--- src/rtl/clock_divider_multi.sv ---
// N-channel programmable clock divider and tick generator.
// Each channel divides clk_in by a runtime-writable divisor.
//
// Ports:
//   clk_in    : system clock, all logic on posedge
//   reset     : synchronous, active-high
//   en        : per-channel run enable
//   cfg_valid : divisor write request
//   cfg_ready : write accepted when high (target channel not pending)
//   cfg_ch    : target channel (values >= N_CH accepted, ignored)
//   cfg_div   : new divisor, period in clk_in cycles
//   sync      : restart all channels phase-aligned
//   clk_out   : divided clocks, registered
//   tick      : one-cycle pulse on the first high cycle of clk_out
//   pending   : channel holds an accepted, not yet applied divisor
module clock_divider_multi #(
    parameter int N_CH        = 4,
    parameter int DIV_WIDTH   = 32,
    parameter int FREC_IN     = 100_000_000,
    parameter int FREC_OUT    = 30,
    parameter int DEFAULT_DIV = FREC_IN / FREC_OUT,
    localparam int CH_W       = (N_CH > 1) ? $clog2(N_CH) : 1
) (
    input  logic                 clk_in,
    input  logic                 reset,
    input  logic [N_CH-1:0]      en,
    input  logic                 cfg_valid,
    output logic                 cfg_ready,
    input  logic [CH_W-1:0]      cfg_ch,
    input  logic [DIV_WIDTH-1:0] cfg_div,
    input  logic                 sync,
    output logic [N_CH-1:0]      clk_out,
    output logic [N_CH-1:0]      tick,
    output logic [N_CH-1:0]      pending
);

    logic accept;

    // Out-of-range channels never block, so their writes drain harmlessly.
    always_comb begin
        cfg_ready = 1'b1;
        for (int i = 0; i < N_CH; i++) begin
            if (cfg_ch == CH_W'(i)) begin
                cfg_ready = ~pending[i];
            end
        end
    end

    assign accept = cfg_valid & cfg_ready;

    for (genvar i = 0; i < N_CH; i++) begin : g_ch
        logic [DIV_WIDTH-1:0] div;
        logic [DIV_WIDTH-1:0] shadow;
        logic [DIV_WIDTH-1:0] cnt;
        logic [DIV_WIDTH-1:0] de;
        logic [DIV_WIDTH-1:0] h_last;
        logic [DIV_WIDTH-1:0] p_last;
        logic                 pend_r;
        logic                 clk_r;
        logic                 tick_r;
        logic                 sel;
        logic                 wrap;
        logic                 boundary;

        // Divisors below 2 cannot form a high and a low phase.
        always_comb begin
            de     = (div < DIV_WIDTH'(2)) ? DIV_WIDTH'(2) : div;
            h_last = de - (de >> 1) - DIV_WIDTH'(1);
            p_last = de - DIV_WIDTH'(1);
        end

        assign sel      = accept & (cfg_ch == CH_W'(i));
        assign wrap     = (cnt == p_last);
        assign boundary = sync | ~en[i] | wrap;

        always_ff @(posedge clk_in) begin
            if (reset) begin
                div    <= DIV_WIDTH'(DEFAULT_DIV);
                shadow <= '0;
                cnt    <= '0;
                pend_r <= 1'b0;
                clk_r  <= 1'b0;
                tick_r <= 1'b0;
            end else begin
                // A write is only accepted while not pending, so an
                // accept never coincides with applying the old shadow.
                if (pend_r && boundary) begin
                    div    <= shadow;
                    pend_r <= 1'b0;
                end
                if (sel) begin
                    shadow <= cfg_div;
                    pend_r <= 1'b1;
                end

                if (sync || !en[i]) begin
                    cnt    <= '0;
                    clk_r  <= 1'b0;
                    tick_r <= 1'b0;
                end else if (wrap) begin
                    cnt    <= '0;
                    clk_r  <= 1'b1;
                    tick_r <= 1'b1;
                end else if (cnt == h_last) begin
                    cnt    <= cnt + DIV_WIDTH'(1);
                    clk_r  <= 1'b0;
                    tick_r <= 1'b0;
                end else begin
                    cnt    <= cnt + DIV_WIDTH'(1);
                    tick_r <= 1'b0;
                end
            end
        end

        assign pending[i] = pend_r;
        assign clk_out[i] = clk_r;
        assign tick[i]    = tick_r;
    end

endmodule

--- config.mk ---
export PLATFORM = sky130hd
export DESIGN_NAME = clock_divider_multi
export DESIGN_NICKNAME = d
export VERILOG_FILES = /design/src/rtl/clock_divider_multi.sv
export SDC_FILE = /design/constraint.sdc
export NUM_CORES = 1
export LEC_CHECK = 0
export ABC_AREA = 1
export ABC_CLOCK_PERIOD_IN_PS = 5600
export BUFFER_PORTS_ARGS = -buffer_cell sky130_fd_sc_hd__buf_2
export CORE_ASPECT_RATIO = 0.9
export CORE_MARGIN = 2
export CORE_UTILIZATION = 35
export DETAILED_ROUTE_END_ITERATION = 10
export MAX_ROUTING_LAYER = met4
export PLACE_DENSITY = 0.54
export SLEW_MARGIN = 20
export SYNTH_ARGS = -nofsm -noshare
export SYNTH_HDL_FRONTEND = slang
export SYNTH_SLANG_ARGS = --single-unit
export TNS_END_PERCENT = 10
--- constraint.sdc ---
create_clock -name clk_in -period 5.6 [get_ports clk_in]
set_clock_uncertainty 0.15 [all_clocks]
set_input_delay 0 -clock clk_in [delete_from_list [all_inputs] [get_ports clk_in]]
set_output_delay 0 -clock clk_in [all_outputs]
set_load 0.01 [all_outputs]
# Word level (Yosys, flattened, before mapping)
# Cells that the tools add are included.
# totals
reg_bits	396
input_bits	42
output_inout_bits	13
wordCells	133
# classes
n_addsub	16
n_lt_le_gt_ge	4
n_eq_ne	11
n_mux	28
n_bitwise	21
reduce_logical	29
# op_table
cell	n
== test 32 bit	8
subtractor 32 x 1 -> 32 bit (second input constant)	8
adder 32 x 1 -> 32 bit (second input constant)	4
less-than comparator 32 x 2 -> 1 bit (second input constant)	4
2-to-1 mux 32 bit	4
subtractor 32 x 31 -> 32 bit	4
2-to-1 mux 1 bit	24
nonzero test 2 bit	8
OR reduction 3 bit	4
inverter 1 bit	8
bitwise OR 1 bit	8
OR reduction 2 bit	4
AND 1 bit	5
== test 2 bit (second input constant)	2
logical AND 1 bit	4
zero test 1 bit	4
logical OR 1 bit	4
== test 2 x 1 -> 1 bit (second input constant)	1
zero test 2 bit	1

# Logic depth before layout (Yosys ltp)
# logic_depth
ltp_word	8
ltp_mapped	28
depth_no_buf	28

# Worst setup path after synthesis
# No wires, ideal clock.
# synth_timing
kind	register to register
from	register g_ch[0].div[2]
to	register g_ch[0].div[10]
t_arrival_ps	2940
setup_slack_ps	2376
stages_incl_launch_ff	24
synth_period_minus_slack_ps	3224
path_cell_list	dfxtp_1 inv_1 nand3b_1 nor2_1 nand2_1 o21ai_4 buf_6 ha_1 nand2_1 nor2_2 nand3_1 nand3b_1 or2_1 nand3_1 nand3_1 nor2_1 nand3_1 nor2_1 nand2_2 nand2_4 nand2_2 buf_6 nand2_1 nand3_1
# synth_between
elab_chain_cells	6
# synth_rtl
item	line_no	text
start, declared	52	logic [DIV_WIDTH-1:0] div;
start signal, assigned	78	div <= DIV_WIDTH'(DEFAULT_DIV);
start signal, assigned	88	div <= shadow;
less-than comparator 32 x 2 -> 1 bit	67	de = (div < DIV_WIDTH'(2)) ? DIV_WIDTH'(2) : div;
2-to-1 mux 32 bit (*)	67	
subtractor 32 x 1 -> 32 bit (*)	69	p_last = de - DIV_WIDTH'(1);
== test 32 bit (*)	73	assign wrap = (cnt == p_last);
bitwise OR 1 bit (*)	74	assign boundary = sync | ~en[i] | wrap;
logical AND 1 bit (*)	87	if (pend_r && boundary) begin
# Every way passes the cells marked *; elsewhere a longest branch is shown, timed or not.
# A chain may end at the register's enable or synchronous reset.

# Worst setup path after layout
# layout_timing
from	register g_ch[3].div[9]
to	register g_ch[3].div[31]
# layout_between
elab_chain_cells	6
# layout_rtl
item	line_no
start, declared	52
start signal, assigned	78
start signal, assigned	88
less-than comparator 32 x 2 -> 1 bit	67
2-to-1 mux 32 bit (*)	67
subtractor 32 x 1 -> 32 bit (*)	69
== test 32 bit (*)	73
bitwise OR 1 bit (*)	74
logical AND 1 bit (*)	87
# Marks and branches as above.

==> metrics.yaml <==
status: "completed"
die_y_um: 295.7
crit_family: "simple AND/OR/NAND/NOR gates"
synth_xor_area_share_pct: 9.148
ys_warn_count: 0
groute.usage.overall_pct: 22.65
drt_pre_antenna_iters: 6
synthSimpleGateAreaFrac_pct: 33.00
synthMuxAreaShare_pct: 0
cts_buffers: 48
drt_iter0_drc: 2322
hpwl_um: 86370
slew_violations: 0
synth_area_per_cell_um2: 6.320
grt_pass1_vias: 29830
fin_crit_sh_pct: 85.26
yosysSeqAreaShare_pct: 23.96
regArea_um2: 7933
worstReg2RegEnd: "g_ch[3].div[31]"
ioPinCount: 55
placed_cell_area_um2: 33750
io_buffers: 54
setup_viol: 0
multi_input_area_um2: 21140
ys_ff_latch: 396
synth_compound_area_share_pct: 11.74
crit_fanout: 31
cts_tree: "built"
cpMostUsedCell: "nor2_1"
cts_sinks: 396
ant_nets: 0
fin_crit_ps: 4774
ir_drop_mv: 0.2562
tns_ps: 0
worst_pin_slew_ps: 1002
via_per_inst: 4.975
path_depth: 22
routed_wl_um: 108600
min_path_type: "in -> reg"
rr_worst_depth: 22
fill_cells: 10160
htreeDepth: 2
synth_fa_ha_area_share_pct: 9.924
async_flop_share_pct: 0
cts_buffer_depth: 3
maxCapViolCount: 0
grt_pass1_wl_um: 168700
dieArea_um2: 97010
grt_max_degree: 85
p_leak_nw: 15.85
endpoint: "g_ch[3].div[31]"
path_cells: "inv_1 > nand3_1 > nor2_1 > nand2_1 > nor2_1 > nor2_1 > ha_1 > nand2_1 > nor3_2 > nand3_1 > nor3_1 > xor2_1 > nand2_1 > nor2_1 > nand2_1 > nor2_1 > nand3_1 > nand2_2 > buf_4 > nand3_1 > nand2_1 > nor2_1"
r2r_slack_ps: 830
critPathArrivalTime_ps: 5140
cts_setup_buffers: 0
worst_slack_ps: 825.7
ctsRootBufferMaster: "clkbuf_16"
max_stage_delay_ps: 510
fmax_mhz: 209.5
ys.flop_type: "dfxtp_1"
drive_gt1_share_pct: 4.835
nets: 5413
avgRoutedWirePerCell_um: 16.98
hold_viol_final: 0
place_ws_ps: 921.6
syn_nets: 5537
slew_headroom_pct: 33.17
synth_edf_count: 0
r2r-start: "g_ch[3].div[9]"
hold_slack_ps: 44.27
syn_to_final_growth_pct: 8.619
worst_setup_path_start_kind: "register"
vias: 31820
clk_pin_slew_ps: 60
place_congestion: 0.9656
path_class: "reg -> reg"
core_um2: 93240
clock_latency_ps: 640
crit_required_ps: 5960
finalInstanceArea_um2: 35940
rsz0062_at_grt: "no"
post_cts_resized: 0
drcViolationCount: 0
critPathBufInv: 2
synth_top_family_by_area: "simple AND/OR/NAND/NOR gates"
power.density_nw_per_um2: 225.2
crit_slowest_cell: "nand2_2"
crit_start: "g_ch[3].div[9]"
ys_types: 61
synthCells: 5235
syn_area_um2: 33080
antenna_found_initial: 9
overflow: 0
rows: 106
crit_path_end_kind: "register"
initial_utilization_pct: 35.48
die_x_um: 328.1
worst min path at each step:
stage / startpoint / end / slack (ps) / cells after the start
after CTS: cfg_ch[0] / g_ch[3].shadow[18] / 50 / 6
after detailed placement: reset / g_ch[1].pend_r / 220 / 2
final: cfg_ch[0] / g_ch[0].shadow[3] / 40 / 4
after floorplan: reset / g_ch[0].pend_r / -80 / 1
after global placement: reset / g_ch[1].pend_r / 220 / 2
after global routing: cfg_ch[0] / g_ch[0].shadow[1] / 110 / 4
flip-flops by register name, summed over array words and instances (netlist names):
| register | count |
|---|---|
| g_ch.div | 128 |
| g_ch.tick_r | 4 |
| g_ch.shadow | 128 |
| g_ch.cnt | 128 |
| g_ch.clk_r | 4 |
| g_ch.pend_r | 4 |
worst reg2reg max path, delay by kind of cell (launching register included):
family / cells / cell delay [ps]
flip-flops: 1 / 480
buffers and inverters: 2 / 530
XOR/XNOR: 1 / 240
AND/OR/NAND/NOR: 18 / 3020
adder cells (fa/ha/maj): 1 / 240
what timing repair did:
| item | 4_1_cts | 5_1_grt |
|---|---|---|
| hold endpoints to repair | 178 | 0 |
| hold buffers | 39 | 0 |
| endpoints found under the setup margin | 0 | 0 |
per-layer routing:
metal | track usage, % | up-vias | share of wire (%)
met1 | 31.16 | 14570 | 49
met3 | 2.682 | 119 | 5.3
met4 | 5.079 | 0 | 2.0
li1 | - | 16390 | -
met5 | - | - | 0
met2 | 35.43 | 736 | 44
cell type report:
class                      instances  share of cell area (%)
antenna                            3                 0.02089
clock buffer                      59                   3.684
clock inverter                    30                   1.274
inverter                         725                   7.587
multi-input combinational       3829                   58.82
sequential                       396                   22.07
tap                             1242                   4.324
timing repair buffer             111                   2.214
where the power goes:
part	switching (mW)	leakage (nW)	total, mW	internal, mW
Combinational	1.00	11.8	1.53	0.532
Clock	1.43	0.877	3.58	2.16
Sequential	0.0736	3.22	2.98	2.90
through the flow:
step	cells	utilization [%]	power (mW)
after floorplan	5235	-	4.149
after global placement	6264	36.20	4.528
after detailed placement	6264	36.20	4.526
after CTS	6392	38.53	8.163
after global routing	6395	38.54	8.492
final	6395	38.54	8.094
cell usage in the layout (no fill, tap or decap), drive strengths merged, types with 4 or more instances in the layout:
cell            n
nand2        1054
inv           726
nor2          680
nand3         459
a21oi         423
dfxtp         396
ha            256
o21ai         256
xor2          251
nor3          104
nand4          80
xnor2          74
buf            72
clkbuf         59
dlygate4sd3    39
nand3b         37
or2            30
nor4           27
nor3b          21
clkinv         17
o21bai         13
o211ai         12
a31oi          10
bufinv         10
xnor3           8
a21o            7
o22ai           5
fa              4
logic make-up after synthesis:
kind of cell               Yosys count
buffers and inverters             1010
AOI/OAI and AO/OA                  740
DFF                                396
xor gates and xnor gates           333
and+or+nand+nor                   2496
adders and majority gates          260
synthesized netlist by cell type (all sizes together) (2+ instances only):
cell type  number  area (um2)
a211oi          3       22.52
a21o            7       52.55
a21oi         423        2117
a22o            2       17.52
a31oi          10       62.56
buf            74       530.5
clkbuf        211       794.5
dfxtp         396        7928
fa              4       80.08
ha            256        3203
inv           724        2718
nand2        1054        4031
nand3         459        2325
nand3b         37       277.8
nand4          80       506.7
nor2          680        2613
nor3          104       565.6
nor3b          21       182.7
nor4           27       196.4
o211ai         12       90.09
o21a            2       15.01
o21ai         256        1319
o21bai         13       97.59
o22ai           5       31.28
o31ai           2       15.01
or2            30       187.7
or4             2       18.77
xnor2          74       648.1
xnor3           8       180.2
xor2          251        2198
(Power assumes the default switching activity.)
